===== src/rtl/resize_coord_gen.sv =====
// ---------------------------------------------------------------------------
// resize_coord_gen
//
// Computes fixed-point horizontal and vertical scale factors with one shared
// restoring divider. It then streams one source-coordinate record per
// destination pixel, in raster order, over a valid/ready interface.
//
// Each record carries the integer taps x0/x1 and y0/y1 and the fractional
// weights fx/fy. These feed the nearest-neighbour or bilinear pixel datapath.
//
// Optional build macro: RESIZE_CENTER_ALIGN_EN
//   defined   : half-pixel centre alignment of the accumulators
//   undefined : corner alignment (accumulators start at 0)
//
// Ports:
//   clk, rst_n                  clock, asynchronous active-low reset
//   start                       job request, accepted only when idle
//   src_w, src_h, dst_w, dst_h  image dimensions, latched on accepted start
//   busy                        job in progress
//   done                        one-cycle end-of-job pulse
//   cfg_err                     a dimension was zero; held until next start
//   out_valid, out_ready        record handshake
//   out_x0/x1, out_y0/y1        source tap coordinates
//   out_fx, out_fy              fractional weights
//   out_eol, out_eof            last record of row / of frame
// ---------------------------------------------------------------------------
module resize_coord_gen #(
   parameter int DIM_W  = 12,
   parameter int FRAC_W = 11,
   parameter int SF_W   = DIM_W + FRAC_W
) (
   input  logic              clk,
   input  logic              rst_n,
   input  logic              start,
   input  logic [DIM_W-1:0]  src_w,
   input  logic [DIM_W-1:0]  src_h,
   input  logic [DIM_W-1:0]  dst_w,
   input  logic [DIM_W-1:0]  dst_h,
   output logic              busy,
   output logic              done,
   output logic              cfg_err,
   output logic              out_valid,
   input  logic              out_ready,
   output logic [DIM_W-1:0]  out_x0,
   output logic [DIM_W-1:0]  out_x1,
   output logic [DIM_W-1:0]  out_y0,
   output logic [DIM_W-1:0]  out_y1,
   output logic [FRAC_W-1:0] out_fx,
   output logic [FRAC_W-1:0] out_fy,
   output logic              out_eol,
   output logic              out_eof
);

   localparam int ACC_W = SF_W + 2;
   localparam int IP_W  = ACC_W - FRAC_W;
   localparam int CNT_W = $clog2(2 * SF_W + 1);
   // Divider step counter: 0 = load/screen, 1..SF_W = x, SF_W+1..2*SF_W = y
   localparam logic [CNT_W-1:0] X_LAST = CNT_W'(SF_W);
   localparam logic [CNT_W-1:0] Y_LAST = CNT_W'(2 * SF_W);

   localparam logic [2:0] S_RESET           = 3'd0;
   localparam logic [2:0] S_READY           = 3'd1;
   localparam logic [2:0] S_CALC_SF         = 3'd2;
   localparam logic [2:0] S_START_PIXEL_GEN = 3'd3;
   localparam logic [2:0] S_INDEX           = 3'd4;
   localparam logic [2:0] S_DONE            = 3'd5;

   // Per-axis storage: index 0 = horizontal, 1 = vertical
   logic [2:0]        state_reg;
   logic [DIM_W-1:0]  src_reg  [2];
   logic [DIM_W-1:0]  dst_reg  [2];
   logic [SF_W-1:0]   sf_reg   [2];
   logic [ACC_W-1:0]  acc_reg  [2];
   logic [ACC_W-1:0]  acc_next [2];
   logic [ACC_W-1:0]  acc_init [2];
   logic [DIM_W-1:0]  pos_reg  [2];
   logic [DIM_W-1:0]  pos_next [2];
   logic [DIM_W-1:0]  tap0     [2];
   logic [DIM_W-1:0]  tap1     [2];
   logic [FRAC_W-1:0] frac     [2];

   logic [CNT_W-1:0]  calc_cnt_reg;
   logic [SF_W-1:0]   dq_reg;       // dividend shifts out, quotient shifts in
   logic [DIM_W-1:0]  rem_reg;
   logic [DIM_W-1:0]  divisor;
   logic [DIM_W:0]    trial;
   logic              q_bit;
   logic [DIM_W-1:0]  rem_step;
   logic [SF_W-1:0]   dq_step;

   logic              zero_dim;
   logic              row_end;
   logic              frame_end;
   logic              advance;
   logic              eol_next;

   assign busy      = (state_reg != S_READY) && (state_reg != S_RESET);
   assign done      = (state_reg == S_DONE);
   assign out_valid = (state_reg == S_INDEX);

   // Restoring division step
   assign divisor  = (calc_cnt_reg <= X_LAST) ? dst_reg[0] : dst_reg[1];
   assign trial    = {rem_reg, dq_reg[SF_W-1]};
   assign q_bit    = (trial >= {1'b0, divisor});
   assign rem_step = q_bit ? DIM_W'(trial - {1'b0, divisor}) : trial[DIM_W-1:0];
   assign dq_step  = {dq_reg[SF_W-2:0], q_bit};

   assign zero_dim  = (src_reg[0] == '0) || (src_reg[1] == '0) ||
                      (dst_reg[0] == '0) || (dst_reg[1] == '0);
   assign row_end   = (pos_reg[0] == dst_reg[0] - 1'b1);
   assign frame_end = row_end && (pos_reg[1] == dst_reg[1] - 1'b1);

   // Output registers load the record for the next position. They load once
   // on entry to pixel generation and again on each accepted non-final record.
   assign advance = (state_reg == S_START_PIXEL_GEN) ||
                    ((state_reg == S_INDEX) && out_ready && !frame_end);

   always_comb begin
      pos_next[0] = pos_reg[0] + 1'b1;
      acc_next[0] = acc_reg[0] + ACC_W'(sf_reg[0]);
      pos_next[1] = pos_reg[1];
      acc_next[1] = acc_reg[1];
      if (state_reg == S_START_PIXEL_GEN) begin
         pos_next[0] = '0;
         acc_next[0] = acc_init[0];
         pos_next[1] = '0;
         acc_next[1] = acc_init[1];
      end else if (row_end) begin
         pos_next[0] = '0;
         acc_next[0] = acc_init[0];
         pos_next[1] = pos_reg[1] + 1'b1;
         acc_next[1] = acc_reg[1] + ACC_W'(sf_reg[1]);
      end
   end

   assign eol_next = (pos_next[0] == dst_reg[0] - 1'b1);

   genvar gi;
   generate
      for (gi = 0; gi < 2; gi++) begin : g_axis
         logic [IP_W-1:0]   ipart;
         logic [DIM_W-1:0]  last;
         logic [DIM_W-1:0]  t0;
         logic [FRAC_W-1:0] f;

         assign ipart = acc_next[gi][ACC_W-1:FRAC_W];
         assign last  = src_reg[gi] - 1'b1;

         // Negative positions clamp to the first tap. Positions at or past the
         // last source pixel clamp to it. Both clamps use a zero weight.
         always_comb begin
            t0 = '0;
            f  = '0;
            if (!acc_next[gi][ACC_W-1]) begin
               if (ipart >= IP_W'(last)) begin
                  t0 = last;
               end else begin
                  t0 = ipart[DIM_W-1:0];
                  f  = acc_next[gi][FRAC_W-1:0];
               end
            end
         end

         assign tap0[gi] = t0;
         assign tap1[gi] = (t0 == last) ? last : t0 + 1'b1;
         assign frac[gi] = f;

`ifdef RESIZE_CENTER_ALIGN_EN
         localparam logic [ACC_W-1:0] HALF_PIX = ACC_W'(1) << (FRAC_W - 1);
         assign acc_init[gi] = ACC_W'(sf_reg[gi] >> 1) - HALF_PIX;
`else
         assign acc_init[gi] = '0;
`endif
      end
   endgenerate

   // Control FSM and divider
   always_ff @(posedge clk or negedge rst_n) begin
      if (!rst_n) begin
         state_reg    <= S_RESET;
         cfg_err      <= 1'b0;
         calc_cnt_reg <= '0;
         dq_reg       <= '0;
         rem_reg      <= '0;
         for (int i = 0; i < 2; i++) begin
            src_reg[i] <= '0;
            dst_reg[i] <= '0;
            sf_reg[i]  <= '0;
         end
      end else begin
         case (state_reg)
            S_RESET: state_reg <= S_READY;
            S_READY: begin
               if (start) begin
                  src_reg[0]   <= src_w;
                  src_reg[1]   <= src_h;
                  dst_reg[0]   <= dst_w;
                  dst_reg[1]   <= dst_h;
                  cfg_err      <= 1'b0;
                  calc_cnt_reg <= '0;
                  state_reg    <= S_CALC_SF;
               end
            end
            S_CALC_SF: begin
               calc_cnt_reg <= calc_cnt_reg + 1'b1;
               if (calc_cnt_reg == '0) begin
                  // The first cycle screens the dimensions and loads the x dividend
                  if (zero_dim) begin
                     cfg_err   <= 1'b1;
                     state_reg <= S_DONE;
                  end else begin
                     dq_reg  <= SF_W'({src_reg[0], {FRAC_W{1'b0}}});
                     rem_reg <= '0;
                  end
               end else begin
                  dq_reg  <= dq_step;
                  rem_reg <= rem_step;
                  if (calc_cnt_reg == X_LAST) begin
                     sf_reg[0] <= dq_step;
                     dq_reg    <= SF_W'({src_reg[1], {FRAC_W{1'b0}}});
                     rem_reg   <= '0;
                  end
                  if (calc_cnt_reg == Y_LAST) begin
                     sf_reg[1] <= dq_step;
                     state_reg <= S_START_PIXEL_GEN;
                  end
               end
            end
            S_START_PIXEL_GEN: state_reg <= S_INDEX;
            S_INDEX: begin
               if (out_ready && frame_end) state_reg <= S_DONE;
            end
            S_DONE:  state_reg <= S_READY;
            default: state_reg <= S_RESET;
         endcase
      end
   end

   // Coordinate datapath and registered record outputs
   always_ff @(posedge clk or negedge rst_n) begin
      if (!rst_n) begin
         for (int i = 0; i < 2; i++) begin
            acc_reg[i] <= '0;
            pos_reg[i] <= '0;
         end
         out_x0  <= '0;
         out_x1  <= '0;
         out_y0  <= '0;
         out_y1  <= '0;
         out_fx  <= '0;
         out_fy  <= '0;
         out_eol <= 1'b0;
         out_eof <= 1'b0;
      end else if (advance) begin
         for (int i = 0; i < 2; i++) begin
            acc_reg[i] <= acc_next[i];
            pos_reg[i] <= pos_next[i];
         end
         out_x0  <= tap0[0];
         out_x1  <= tap1[0];
         out_y0  <= tap0[1];
         out_y1  <= tap1[1];
         out_fx  <= frac[0];
         out_fy  <= frac[1];
         out_eol <= eol_next;
         out_eof <= eol_next && (pos_next[1] == dst_reg[1] - 1'b1);
      end
   end

endmodule

===== config.mk =====
export PLATFORM = sky130hd
export DESIGN_NAME = resize_coord_gen
export DESIGN_NICKNAME = d
export VERILOG_FILES = /design/src/rtl/resize_coord_gen.sv
export SDC_FILE = /design/constraint.sdc
export NUM_CORES = 1
export LEC_CHECK = 0
export CORE_AREA = 3 3 260 262
export CTS_CLUSTER_SIZE = 25
export DETAILED_ROUTE_END_ITERATION = 10
export DIE_AREA = 0 0 263 265
export GPL_ROUTABILITY_DRIVEN = 0
export SYNTH_ARGS = -nofsm -noshare
export SYNTH_HDL_FRONTEND = slang
export SYNTH_SLANG_ARGS = --single-unit

===== constraint.sdc =====
create_clock -name clk -period 9.5 [get_ports clk]
set_clock_uncertainty 0.15 [all_clocks]
set_input_delay 1.425 -clock clk [delete_from_list [all_inputs] [get_ports clk]]
set_output_delay 1.425 -clock clk [all_outputs]
set_load 0.02 [all_outputs]

Word level (Yosys, flattened, before mapping)
Cells that the tools add are included.
{"block": "totals", "output_inout_bits": 76, "reg_bits": 285, "wordCells": 122, "input_bits": 52}
{"block": "classes", "bitwise_logic": 1, "eq_ne": 21, "addsub": 12, "mux": 34, "n_lt_le_gt_ge": 4, "reduce_logical": 27}
{"cell": "12-bit 2-to-1 mux", "count": 11}
{"cell": "50-bit 2-to-1 mux", "count": 2}
{"cell": "12-bit == test", "count": 6}
{"cell": "23-bit 2-to-1 mux", "count": 3}
{"cell": "25-bit by 23-bit adder with 25-bit output", "count": 2}
{"cell": "12-bit by 1-bit adder with 12-bit output (second input constant)", "count": 4}
{"cell": "12-bit logical NOT", "count": 4}
{"cell": "24-bit 2-to-1 mux", "count": 2}
{"cell": "12-bit by 1-bit subtractor with 12-bit output (second input constant)", "count": 4}
{"cell": "11-bit 2-to-1 mux", "count": 4}
{"cell": "14-bit by 12-bit greater-or-equal comparator with 1-bit output", "count": 2}
{"cell": "3-bit 2-to-1 mux", "count": 5}
{"cell": "3-bit one-hot mux with 5 select lines", "count": 1}
{"cell": "13-bit by 12-bit greater-or-equal comparator with 1-bit output", "count": 1}
{"cell": "6-bit one-hot mux with 2 select lines", "count": 1}
{"cell": "12-bit subtractor", "count": 1}
{"cell": "2-bit != test (second input constant)", "count": 4}
{"cell": "4-bit AND reduction", "count": 2}
{"cell": "6-bit by 1-bit adder with 6-bit output (second input constant)", "count": 1}
{"cell": "3-bit by 2-bit == test with 1-bit output (second input constant)", "count": 2}
{"cell": "3-bit == test (second input constant)", "count": 2}
{"cell": "6-bit by 5-bit == test with 1-bit output (second input constant)", "count": 1}
{"cell": "6-bit == test (second input constant)", "count": 1}
{"cell": "6-bit by 5-bit <= comparator with 1-bit output (second input constant)", "count": 1}
{"cell": "18 further kinds", "count": 32}

Depth between registers and ports, before layout
Gate-level depths: netlist (run 1).
{"block": "logic_depth", "depth_word": 9, "depth_mapped": 30, "ltp_nobuf": 26}

Worst setup path after synthesis (run 1)
No wires, ideal clock.
{"block": "synth_timing", "path_kind": "reg2reg", "from": "register dst_reg[12] (netlist name)", "to": "register out_x1[10]", "synth_period_minus_slack_ps": 6083, "required_time_ps": 9268, "slack_ps": 3417, "arrival_time_ps": 5851, "path_stages_with_launch": 27, "path_cell_list": "dfrtp_1 buf_2 inv_1 ha_1 or3b_1 or4_4 xor3_1 o21ai_2 o31ai_4 buf_2 buf_1 nor2_1 ha_1 a211oi_1 o21ai_0 a41o_1 o21ai_0 o32a_1 buf_2 buf_1 nor2_1 a211oi_1 ha_1 nand3_1 or4_1 xor2_1 a31oi_1"}
{"item": "start: declaration", "line_no": "71", "source": "logic [DIM_W-1:0] dst_reg [2];"}
{"item": "end signal: assignment", "line_no": "260", "source": "out_x1 <= tap1[0];"}
{"item": "end: declaration", "line_no": "45", "source": "output logic [DIM_W-1:0] out_x1,"}

Worst setup path in the final report (run 1)
{"block": "layout_timing", "from": "register dst_reg[12] (netlist name)", "to": "register out_x1[10]"}
{"block": "layout_between", "elab_chain_cells": 9, "word_cells_on_any_way": 14, "classes_between": "add/sub: 2; order compare: 1; eq/ne: 2; mux: 5; reduce/logical: 4"}
{"item": "12-bit by 1-bit subtractor with 12-bit output *", "line_no": "110", "source": "assign row_end = (pos_reg[0] == dst_reg[0] - 1'b1);"}
{"item": "12-bit == test *", "line_no": "110"}
{"item": "50-bit 2-to-1 mux *", "line_no": "128", "source": "end else if (row_end) begin"}
{"item": "50-bit 2-to-1 mux *", "line_no": "123", "source": "if (state_reg == S_START_PIXEL_GEN) begin"}
{"item": "14-bit by 12-bit greater-or-equal comparator with 1-bit output", "line_no": "155", "source": "if (ipart >= IP_W'(last)) begin"}
{"item": "12-bit 2-to-1 mux", "line_no": "155"}
{"item": "12-bit 2-to-1 mux *", "line_no": "154", "source": "if (!acc_next[gi][ACC_W-1]) begin"}
{"item": "named net g_axis[0].t0[1]", "line_no": "143", "source": "logic [DIM_W-1:0] t0;"}
{"item": "12-bit by 1-bit adder with 12-bit output / 12-bit == test (equally long branches)", "line_no": "165", "source": "assign tap1[gi] = (t0 == last) ? last : t0 + 1'b1;"}
{"item": "12-bit 2-to-1 mux *", "line_no": "165"}
Mark *: on every way through the listed nets, which the timed path passes. The rest lies on a longest branch.
A chain may end at the register's enable or synchronous reset.

==> results.json, run 1 <==
{
  "timing.hold.worst_path_depth": 2,
  "finalHoldViolCount": 0,
  "pre_cts_slack_ps": 2970,
  "drive_above_1_share_pct": 9.81,
  "routed-via-count": 17000,
  "power.ir.vdd_worst_mv": 0.108,
  "cts_max_path_buffers": 3,
  "synth.ff_latch_count": 285,
  "avgSynthCellArea_um2": 8.92,
  "seq_area_frac_synth_pct": 36.3,
  "ys_types": 104,
  "initial_standard_cell_utilization_of_the_core_pct": 29.9,
  "crit_top_cell": "ha_1",
  "timing.critical_path.to_type": "flip-flop",
  "cts_tree": "built",
  "synth.area.mux_share_pct": 8.35,
  "synth_compound_gate_area_share_pct": 18.8,
  "syn2layout_area_growth_pct": 16.3,
  "cp_max_fo": 22,
  "largest_family_of_logic_cells_by_synthesized_area": "compound AO/OA/AOI/OAI gates",
  "r2r_start": "dst_reg[12]$_DFFE_PN0P_",
  "synth_fa_ha_area_share_pct": 6.42,
  "critical_path.reg2reg.endpoint": "out_x1[10]$_DFFE_PN0P_",
  "timing_worst_slew_pin_value_ps": 1260,
  "floorplan.die.width_um": 263,
  "ctsHtreeMaxLevel": 2,
  "power.density_cell_area_mw_per_mm2": 186,
  "dr.first_iter.drc_count": 1354,
  "cts-buffers-inserted": 35,
  "synth_simple_gate_area_share_pct": 18.5,
  "maxCapViolCount": 0,
  "clk-insertion-delay-late_ps": 550,
  "grt_setup_unrepaired": "false",
  "cts.hold.buffers_added": 0,
  "synth-edff-count": 0,
  "syn-num-nets": 2353,
  "run_status": "finished clean",
  "remaining_drc_errors": 0,
  "synth_largest_type_area_fraction_pct": 36.3,
  "yosys_warnings": 0,
  "report.final.setup_viol": 0,
  "globalRouteTotalUtil_pct": 16.6,
  "synthesis.instances": 2202,
  "final-seq-area_mm2": 0.00713,
  "r2r_setup_slack_ps": 2880,
  "final_period_minus_worst_setup_slack_ps": 6620,
  "setup.worst_path.start_class": "flip-flop",
  "worst_r2r_path_depth": 22,
  "layout.cells.most_common_list": "nand2_1, dfrtp_1, nor2_1",
  "mostFrequentLayoutCell": "nand2_1",
  "final.setup.worst_slack_ps": 2880,
  "slowest_stage": "o32a_1",
  "avgRoutedWirePerCell_um": 18.9,
  "num_rows": 94,
  "first_global_vias": 16800,
  "cts_setup_buffers": 0,
  "max_stage_delay_ps": 650,
  "yosys-top-cells-area": "dfrtp_1, ha_1, nand2_1",
  "achievable-frequency_mhz": 151,
  "grt_start_max_net_pins": 121,
  "cts.clk_slew.worst_paths_ps": 60,
  "die-area_mm2": 0.0697,
  "antenna_violating_nets_post_route": 0,
  "first_pass_iters": 7,
  "antenna_diode_instance_count": 0,
  "fillers": 6704,
  "critPathRequiredTime_ps": 9810,
  "hold_path.startpoint": "out_x0[1]$_DFFE_PN0P_",
  "hold_path.class": "flip-flop to flip-flop",
  "ioPinCount": 128,
  "cp_data_arrival_time_ps": 6930,
  "cts-root-buf": "clkbuf_16",
  "core_region_area_mm2": 0.0656,
  "holdWs_ps": 317,
  "worstPathCellList": "inv_1 -> ha_1 -> or3b_1 -> or4_4 -> xor3_1 -> o21a_1 -> a31oi_4 -> nand2_1 -> ha_1 -> nand2b_1 -> a21o_1 -> a21o_1 -> a21oi_1 -> o211a_1 -> o32a_1 -> nor2_1 -> a211oi_1 -> ha_1 -> nand3_1 -> or4_1 -> xor2_1 -> a31oi_1",
  "dpl.cell_count": 3087,
  "antenna_found_initial": 0,
  "hold_end": "out_x0[1]$_DFFE_PN0P_",
  "number_of_nets_in_the_final_layout": 2411,
  "static-leakage-power_uw": 0.0101,
  "synth_xor_xnor_area_share_pct": 7.63,
  "postSynth.topFlopCell": "dfrtp_1",
  "post-synth-top-area-cell": "dfrtp_1",
  "timing.slew.headroom_pct": 15.8,
  "async_reset_ff_share_pct": 100,
  "hpwlAfterDp_mm": 44.2,
  "finish.cell_count_without_fillers": 3147,
  "totalNegativeSetupSlack_ps": 0,
  "finalPower_uw": 4250,
  "portBuffers": 127,
  "synth.cell_area_mm2": 0.0196,
  "cts_repair_resize_count": 0,
  "critPathKind": "flip-flop to flip-flop",
  "finalWirelength_mm": 59.4,
  "post-route-period-util_pct": 69.7,
  "detail_route.vias_per_cell": 5.42,
  "final_max_slew_viol_count": 0,
  "grt_first_pass_wirelength_mm": 94.2,
  "clock_sink_count": 285,
  "overflow": 0,
  "multi_input_area_mm2": 0.0117,
  "largest_register_ffs": 50,
  "die_y_um": 265
}
-- worst max path at each step --
| stage | from | endpoint | slack [ps] | depth (start not counted) |
|---|---|---|---|---|
| after floorplan | dst_reg[12]$_DFFE_PN0P_ | out_x1[10]$_DFFE_PN0P_ | 3420 | 26 |
| after global placement | dst_reg[12]$_DFFE_PN0P_ | out_x1[10]$_DFFE_PN0P_ | 3120 | 22 |
| after detailed placement | dst_reg[12]$_DFFE_PN0P_ | out_x1[10]$_DFFE_PN0P_ | 2970 | 22 |
| after CTS | dst_reg[12]$_DFFE_PN0P_ | out_x1[10]$_DFFE_PN0P_ | 2950 | 22 |
| after global routing | dst_reg[12]$_DFFE_PN0P_ | out_x1[10]$_DFFE_PN0P_ | 2410 | 22 |
| final | dst_reg[12]$_DFFE_PN0P_ | out_x1[10]$_DFFE_PN0P_ | 2880 | 22 |
-- layer usage --
| metal | global-route usage, % | wire length [um] |
|---|---|---|
| met5 | 0 | 0 |
| met1 | 21.4 | 25700 |
| met4 | 5.53 | 2050 |
| met2 | 28.1 | 28100 |
| met3 | 3.00 | 3530 |
-- cells in the mapped netlist (13+ instances only) --
cell,instances
and2_1,18
nor4_1,16
nor3_1,43
o21a_1,23
a211oi_1,20
o21ai_0,157
and3_1,20
ha_1,96
clkbuf_1,94
dfrtp_1,285
xnor2_1,90
mux2i_1,52
inv_1,65
a21oi_1,112
o211ai_1,23
nand2_1,290
a22o_1,23
a31oi_1,31
nand4_1,35
nand2b_1,13
mux2_2,96
o31ai_1,14
nor2_1,179
nand3_1,58
xor2_1,68
buf_2,15
a21o_1,28
o22ai_1,15
-- kinds of logic after synthesis --
group | after synthesis
compound gates | 555
xor+xnor | 163
fa+ha+maj | 99
buf+inv | 196
flops | 285
mux | 151
simple gates | 753
-- metrics by stage --
stage,area (um2),util [%]
4_1_cts,22800,34.8
6_report,22800,34.8
3_5_place_dp,21600,33.0
5_1_grt,22800,34.8
2_1_floorplan,19600,-
3_3_place_gp,21600,33.0
-- power breakdown --
part / internal (uW) / total (uW) / switching [uW] / leakage, uW
Clock: 856 / 1390 / 538 / 0.000587
Sequential: 1300 / 1390 / 91.1 / 0.00382
Combinational: 569 / 1470 / 900 / 0.00566
Total: 2720 / 4250 / 1530 / 0.0101
-- area by class of cell --
class,instances,share of cell area (%)
multi-input cells,1721,51.4
clock buffers,48,4.46
clock inverters,12,0.718
inverters,69,1.13
well taps,864,4.74
repair buffers,148,6.34
flip-flops and latches,285,31.2
-- worst max-delay path, delay by kind of cell, from the launching register on --
family	cells	cell delay, ps
AO/OA/AOI/OAI	9	2640
XOR/XNOR	2	400
adder cells (fa/ha/maj)	3	830
buffers and inverters	1	110
flip-flops	1	460
AND/OR/NAND/NOR	7	1930
No activity file was read; power rests on OpenSTA's default activity.
==> run 2, diff against run 1 <==
clock period = 5.45 ns   (was 9.5 ns; I/O delays follow)
==> results.json, run 2 (synthesis gave the netlist of run 1 again) <==
{
  "report.final.setup_viol": 3,
  "r2r_setup_slack_ps": -50,
  "die_y_um": 265,
  "finalPower_uw": 8030,
  "cts.hold.buffers_added": 0,
  "routed-via-count": 17700,
  "static-leakage-power_uw": 0.0108,
  "cts_max_path_buffers": 3,
  "worst_r2r_path_depth": 22,
  "critPathRequiredTime_ps": 5700,
  "hold_path.class": "primary input to async pin",
  "finalHoldViolCount": 0,
  "drive_above_1_share_pct": 17.4,
  "grt_setup_unrepaired": "true",
  "num_rows": 94,
  "r2r_start": "dst_reg[12]$_DFFE_PN0P_",
  "largest_register_ffs": 50,
  "final.setup.worst_slack_ps": -53.3,
  "ctsHtreeMaxLevel": 2,
  "totalNegativeSetupSlack_ps": -117,
  "ioPinCount": 128,
  "number_of_nets_in_the_final_layout": 2546,
  "post-route-period-util_pct": 101,
  "cts-buffers-inserted": 36,
  "overflow": 0,
  "cts.clk_slew.worst_paths_ps": 50,
  "failed_checks": "setup timing",
  "final_max_slew_viol_count": 0,
  "floorplan.die.width_um": 263,
  "first_global_vias": 17300,
  "initial_standard_cell_utilization_of_the_core_pct": 29.9,
  "grt_start_max_net_pins": 99,
  "antenna_violating_nets_post_route": 0,
  "clk-insertion-delay-late_ps": 560,
  "cp_max_fo": 7,
  "critical_path.reg2reg.endpoint": "out_x1[10]$_DFFE_PN0P_",
  "globalRouteTotalUtil_pct": 17.0,
  "finalWirelength_mm": 61.9,
  "maxCapViolCount": 0,
  "grt_first_pass_wirelength_mm": 96.5,
  "mostFrequentLayoutCell": "nand2_1",
  "detail_route.vias_per_cell": 5.40,
  "cts_tree": "built",
  "antenna_diode_instance_count": 0,
  "timing.slew.headroom_pct": 19.7,
  "setup.worst_path.start_class": "flip-flop",
  "syn2layout_area_growth_pct": 23.6,
  "run_status": "finished with violations",
  "clock_sink_count": 285,
  "die-area_mm2": 0.0697,
  "power.ir.vdd_worst_mv": 0.229,
  "first_pass_iters": 6,
  "cp_data_arrival_time_ps": 5750,
  "timing_worst_slew_pin_value_ps": 1200,
  "core_region_area_mm2": 0.0656,
  "pre_cts_slack_ps": -22.1,
  "remaining_drc_errors": 0,
  "avgRoutedWirePerCell_um": 18.9,
  "timing.critical_path.to_type": "flip-flop",
  "layout.cells.most_common_list": "nand2_1, dfrtp_1, nor2_1",
  "power.density_cell_area_mw_per_mm2": 331,
  "cts-root-buf": "clkbuf_16",
  "final_period_minus_worst_setup_slack_ps": 5500,
  "portBuffers": 127,
  "achievable-frequency_mhz": 182,
  "critPathKind": "flip-flop to flip-flop",
  "antenna_found_initial": 0,
  "hpwlAfterDp_mm": 46.4,
  "dr.first_iter.drc_count": 1552
}
run 2: what timing repair did:
action                                  CTS  global route
gates resized for setup                   4            51
pin swaps                                 2            38
gates cloned                              0             2
endpoints found under the hold margin     0             0
buffers inserted                          0            36
endpoints found under the setup margin   12            24
run 2: how the worst max path moves through the flow:
stage	start	to	slack [ps]	depth (start not counted)
6_report	dst_reg[12]$_DFFE_PN0P_	out_x1[10]$_DFFE_PN0P_	-50	22
5_1_grt	dst_reg[12]$_DFFE_PN0P_	out_x1[10]$_DFFE_PN0P_	-200	24
4_1_cts	dst_reg[13]$_DFFE_PN0P_	out_y1[10]$_DFFE_PN0P_	5	24
3_5_place_dp	dst_reg[13]$_DFFE_PN0P_	out_x1[10]$_DFFE_PN0P_	-20	23
3_3_place_gp	dst_reg[13]$_DFFE_PN0P_	out_x1[10]$_DFFE_PN0P_	20	23
2_1_floorplan	dst_reg[12]$_DFFE_PN0P_	out_y1[10]$_DFFE_PN0P_	-30	29
run 2: layer usage:
layer | GRT usage, % | part of all wire, %
met3 | 2.82 | 6.2
met1 | 21.9 | 42
met2 | 29.2 | 48
met4 | 5.41 | 3.4
met5 | 0 | 0
run 2: cell type report:
type                    instances  area, um2
inverters                      69        264
repair buffers                282       2520
flip-flops and latches        285       7130
clock buffers                  49       1010
clock inverters                13        166
multi-input cells            1721      12100
fillers                      6556      41400
well taps                     864       1080
run 2: worst max-delay path, cell delays in order (launching register included):
cell and delay [ps]:
dfrtp_1 430, inv_4 90, ha_4 120, or3b_4 390, or4_4 440, xor3_2 380
o21ai_4 130, o31ai_4 460, buf_4 240, nor2_2 60, ha_2 200, a211oi_2 300
o21ai_2 110, a41o_1 230, o21ai_2 90, o32ai_2 110, or2_1 270, o32ai_4 120
ha_2 250, nand3_4 70, or4_4 410, xor2_1 160, a31oi_1 90
run 2: power by group:
part / internal [uW] / total [uW] / switching, uW
clock network: 1440 / 2410 / 969
registers: 2260 / 2400 / 144
logic: 1460 / 3220 / 1760
total: 5160 / 8030 / 2870
run 2: through the flow:
| step | util [%] | hold slack [ps] | instances | cell area (um2) |
|---|---|---|---|---|
| CTS | 36.2 | 154 | 3245 | 23800 |
| global placement | 34.4 | 303 | 3183 | 22600 |
| finish | 37.0 | 114 | 3283 | 24300 |
| detailed placement | 34.4 | 308 | 3183 | 22600 |
| floorplan | - | 293 | 2202 | 19900 |
| global route | 37.0 | 175 | 3283 | 24300 |
